$ cat config.mk
export PLATFORM = sky130hd
export DESIGN_NAME = ba201v32i_core_wbu
export DESIGN_NICKNAME = d
export VERILOG_FILES = /design/src/rtl/ba201v32i_core_wbu.sv
export SDC_FILE = /design/constraint.sdc
export NUM_CORES = 1
export LEC_CHECK = 0
export CORE_ASPECT_RATIO = 2
export CORE_MARGIN = 3
export CORE_UTILIZATION = 47
export CTS_CLUSTER_DIAMETER = 100
export CTS_CLUSTER_SIZE = 16
export DETAILED_ROUTE_END_ITERATION = 10
export PLACE_DENSITY = 0.92
export SLEW_MARGIN = 30
export SYNTH_ARGS = -nofsm -noshare
export SYNTH_HDL_FRONTEND = slang
export SYNTH_SLANG_ARGS = --single-unit
$ cat constraint.sdc
create_clock -name clk -period 2.95 [get_ports clk]
set_input_delay 0.295 -clock clk [delete_from_list [all_inputs] [get_ports clk]]
set_output_delay 0.295 -clock clk [all_outputs]
set_load 0.03 [all_outputs]
$ cat src/rtl/ba201v32i_core_wbu.sv
// Write-back unit: arbitrates ALU and load results into one registered
// register-file write port, and tracks loads in flight for hazard detection.
module ba201v32i_core_wbu #(
  parameter int unsigned LOAD_PRIO = 1
) (
  input  logic        clk,
  input  logic        rst,
  input  logic        wbu_i_alu_valid,
  input  logic [4:0]  wbu_i_alu_rd_addr,
  input  logic [31:0] wbu_i_alu_data,
  output logic        wbu_o_alu_ready,
  input  logic        wbu_i_lsu_valid,
  input  logic [4:0]  wbu_i_lsu_rd_addr,
  input  logic [31:0] wbu_i_lsu_data,
  output logic        wbu_o_lsu_ready,
  input  logic        wbu_i_iss_load,
  input  logic [4:0]  wbu_i_iss_rd_addr,
  input  logic [4:0]  wbu_i_rs1_addr,
  input  logic [4:0]  wbu_i_rs2_addr,
  output logic        wbu_o_stall,
  output logic        wbu_o_rs1_fwd,
  output logic        wbu_o_rs2_fwd,
  output logic [4:0]  wbu_o_rd_addr,
  output logic        wbu_o_rd_wen,
  output logic [31:0] wbu_o_rd_data
);

  localparam int  DATA_W  = 32;
  localparam bit  LOAD_WINS = (LOAD_PRIO != 0);

  logic [31:1]       pend_p0;
  logic [31:0]       pend_all;
  logic [31:0]       pend_nxt;
  logic              alu_acc;
  logic              lsu_acc;
  logic              any_acc;
  logic [4:0]        win_addr;
  logic [DATA_W-1:0] win_data;
  logic              iss_set;

  logic              rd_vld_p0;
  logic [4:0]        rd_addr_p0;
  logic [DATA_W-1:0] rd_data_p0;

  // x0 is never pending; padding bit 0 lets addresses index directly.
  assign pend_all = {pend_p0, 1'b0};

  assign wbu_o_alu_ready = wbu_i_alu_valid & (~wbu_i_lsu_valid | ~LOAD_WINS);
  assign wbu_o_lsu_ready = wbu_i_lsu_valid & (~wbu_i_alu_valid | LOAD_WINS);

  assign alu_acc  = wbu_i_alu_valid & wbu_o_alu_ready;
  assign lsu_acc  = wbu_i_lsu_valid & wbu_o_lsu_ready;
  assign any_acc  = alu_acc | lsu_acc;
  assign win_addr = lsu_acc ? wbu_i_lsu_rd_addr : wbu_i_alu_rd_addr;
  assign win_data = lsu_acc ? wbu_i_lsu_data    : wbu_i_alu_data;

  // Stall uses this cycle's pending bits only; a same-cycle return does not
  // release the stall until the following cycle.
  assign wbu_o_stall = pend_all[wbu_i_rs1_addr]
                     | pend_all[wbu_i_rs2_addr]
                     | (wbu_i_iss_load & pend_all[wbu_i_iss_rd_addr]);

  assign iss_set = wbu_i_iss_load & ~wbu_o_stall & (wbu_i_iss_rd_addr != 5'd0);

  // Clear before set so a same-register issue and return leaves it pending.
  always_comb begin
    pend_nxt = pend_all;
    if (lsu_acc)
      pend_nxt[wbu_i_lsu_rd_addr] = 1'b0;
    if (iss_set)
      pend_nxt[wbu_i_iss_rd_addr] = 1'b1;
    pend_nxt[0] = 1'b0;
  end

  always_ff @(posedge clk) begin
    if (rst)
      pend_p0 <= '0;
    else
      pend_p0 <= pend_nxt[31:1];
  end

  // ---- stage p0: registered register-file write ----
  always_ff @(posedge clk) begin
    if (rst) begin
      rd_vld_p0  <= 1'b0;
      rd_addr_p0 <= '0;
      rd_data_p0 <= '0;
    end else begin
      rd_vld_p0 <= any_acc & (win_addr != 5'd0);
      if (any_acc) begin
        rd_addr_p0 <= win_addr;
        rd_data_p0 <= win_data;
      end
    end
  end

  assign wbu_o_rd_wen  = rd_vld_p0;
  assign wbu_o_rd_addr = rd_addr_p0;
  assign wbu_o_rd_data = rd_data_p0;

  assign wbu_o_rs1_fwd = rd_vld_p0 & (wbu_i_rs1_addr != 5'd0) & (wbu_i_rs1_addr == rd_addr_p0);
  assign wbu_o_rs2_fwd = rd_vld_p0 & (wbu_i_rs2_addr != 5'd0) & (wbu_i_rs2_addr == rd_addr_p0);

endmodule

==> run_results.csv <==
group,metric,value,unit
status,outcome,"finished clean",
floorplan,die_w,74.15,microns
yosys,synthAdderAreaFrac,0,%
cells_and_area,final_cell_count_no_fill,781,
clock_network,numCtsBuffers,9,
min_path,hold_start,"rst",
yosys,syn_avg_cell_area,8.268,sq um
yosys,synth_cell_types,48,
sta,worstMarginPinSlew,0.8202,ns
yosys,synthMuxAreaShare,20.29,%
place,dpl.cell_count,765,
critical_path,worstSetupPathType,"input port to output pin",
clock_network,cts_tree,"done",
yosys,synth_enable_flop_cells,0,
floorplan,start_util,48.44,%
drt,ant_nets,0,
floorplan,rows,49,
clock_network,clockRootBuffer,"clkbuf_16",
pwr,peakVddDrop,392.0,uV
clock_network,h-tree-depth,3,
cells_and_area,utilization,69.71,%
yosys,synth_top_family_by_area,"simple AND/OR/NAND/NOR gates",
yosys,synth_xor_area_share,1.605,%
global_route,grt_pass1_vias,5025,
global_route,grt_max_degree,71,
yosys,yosys-top-cells-area,"dfxtp_1 (32%), mux2i_1 (12%), nor2_1 (7.0%), mux4_2 (5.2%), a21oi_1 (4.5%)",
place,place_area,0.005966,sq mm
min_path,hp-class,"input port to flop",
drt,num_vias,4829,
sta,setup_violations,0,
sta,grt_setup_unrepaired,"no",
clock_network,insertion_delay,0.33,ns
yosys,synth_flop_cell,"dfxtp_1",
floorplan,ios,137,
clock_network,cts_hold_buf,0,
yosys,synthSimpleGateAreaFrac,26.51,%
global_route,antenna_found_initial,0,
pwr,cellPowerDensity,434.2,mW/mm^2
place,port_buffers,136,
sta,hold_viol_final,0,
sta,post-route-period-util,95.47,%
yosys,netlist.area_leader.share,31.64,%
cells_and_area,fillers,704,
sta,relSlewSlack,44.90,%
place,gp_congestion,1.046,
yosys,seq_area_frac_synth,31.64,%
critical_path,cp-startpoint,"wbu_i_rs2_addr[1]",
cells_and_area,n_antenna_cell,0,
drt,drc,0,
critical_path,worstPathArrival,2.52,ns
drt,drt_iter0_drc,282,
floorplan,die-area,0.01055,sq mm
drt,vias_per_cell,6.183,
critical_path,required,2.65,ns
yosys,async_reset_ff_share,0,%
cells_and_area,nets,768,
sta,fmax,355.1,MHz
critical_path,cp-start-kind,"input port",
sta,setup_tns,0,ns
yosys,yosysMostFrequentCell,"nor2_1",
sta,drv_slew,0,
cells_and_area,final_area,0.006282,sq mm
yosys,synth_fp_nets,622,
yosys,synthTopCellsByCount,"nor2_1 (81), dfxtp_1 (69), mux2i_1 (54), a21oi_1 (39), nand2_1 (30)",
drt,totalWireLength,16360,microns
yosys,syn_area,0.004365,sq mm
yosys,yosys_warnings,0,
sta,period_minus_slack,2.816,ns
drt,firstDrtPassIters,5,
yosys,synth-seq-cells,69,
cells_and_area,multi_input_area,0.002761,sq mm
clock_network,post_cts_buffers,0,
pwr,leakage,2.482,nW
drt,wl_per_cell,20.94,microns
place,dpl.hpwl,12560,microns
yosys,synth_compound_area_share,14.85,%
global_route,grt_usage,31.08,%
floorplan,die_y,142.3,microns
clock_network,path_clk_slew,0.05,ns
clock_network,clock_tree.buffer_depth,2,
yosys,syn_inst,528,
clock_network,clock_sinks,69,
cells_and_area,final_layout_size_suffix_gt1_share,12.52,%
yosys,yosys.area.top_type,"dfxtp_1",
global_route,globalRouteOverflowTotal,0,
critical_path,crit_fanout,5,
sta,clock_skew,0.005097,ns
global_route,grt_pass1_wl,24760,microns
run,maxCapViolCount,0,
cells_and_area,syn_to_final_growth,43.91,%
floorplan,core,0.009012,sq mm
critical_path,cp-end-kind,"output pin",
cells_and_area,seq_area,0.001381,sq mm
critical_path,r2r_start,"pend_p0[28]",
[per-layer routing]
layer,global-route usage (%),share of wire [%],vias up
met5,0,0,-
met4,25.69,8.5,0
met3,6.789,6.4,89
met2,53.93,52,269
met1,29.89,33,2262
li1,-,-,2209
[stage by stage]
step | worst slack (ns) | total power, mW | hold slack, ns
6_report | 0.1337 | 2.728 | 0.5015
3_3_place_gp | -0.3975 | 1.618 | 0.5249
2_1_floorplan | 0.4563 | 1.337 | 0.4336
5_1_grt | 0.04792 | 2.821 | 0.5384
3_5_place_dp | -0.4246 | 1.635 | 0.5407
4_1_cts | 0.05268 | 2.736 | 0.4819
[kinds of logic (layout without fill, tap and decap cells)]
family,after synthesis,count (layout)
compound gates,104,104
xor+xnor,8,8
buf+inv,49,200
flops,69,69
mux,72,72
simple gates,226,226
[power by group]
group / internal, mW / switching, mW
clock network: 0.722 / 0.381
registers: 0.971 / 0.0313
logic: 0.300 / 0.323
[critical path: stages]
cell and delay (ns):
clkdlybuf4s50_1 0.61, buf_4 0.19, nor4_1 0.05, nor3_1 0.16, a21oi_1 0.07, nor4_1 0.29
and3_1 0.19, clkdlybuf4s50_1 0.66
[cells in the final DEF (no fill, tap or decap), types with 4 or more instances in the layout]
master           count
nor4_1               7
mux2_2               6
nor2b_1             26
buf_2                4
mux4_2              10
nor2_1              81
o31ai_1              9
dfxtp_1             69
clkbuf_16            9
nor3_1              12
o41ai_1             11
nor3b_1              6
xor2_1               6
a31oi_1              4
buf_4               44
nand3b_1            24
o21ai_0             25
a21oi_1             39
nand3_1             14
clkdlybuf4s50_1    130
and3_1               7
nand4_1              4
mux2i_1             54
nand2_1             30
[flip-flops by register name, indices dropped and copies added (netlist names)]
| name | cells |
|---|---|
| wbu_o_rd_addr | 5 |
| pend_p0 | 31 |
| wbu_o_rd_wen | 1 |
| wbu_o_rd_data | 32 |
[timing repair]
item,in CTS,in global routing
endpoints found under the hold margin,0,0
gates resized for setup,6,3
setup endpoints to repair,1,2
[worst paths after layout]
| path | slack (ns) | depth (start not counted) | to |
|---|---|---|---|
| worst max-delay path | 0.13 | 8 | wbu_o_rs2_fwd |
| worst min-delay path | 0.50 | 5 | pend_p0[8] |
| worst max register to register | 0.41 | 9 | pend_p0[23] |
| worst min register to register | 0.56 | 2 | pend_p0[9] |
[layout make-up]
class,instances,area share (%)
Clock inverter,3,0.6772
Multi-Input combinational cell,410,43.96
Timing Repair Buffer,181,26.87
Clock buffer,13,4.302
Tap cell,102,2.031
Sequential cell,69,21.99
Inverter,3,0.1792
Note: power is estimated with default switching activity, not from simulation.
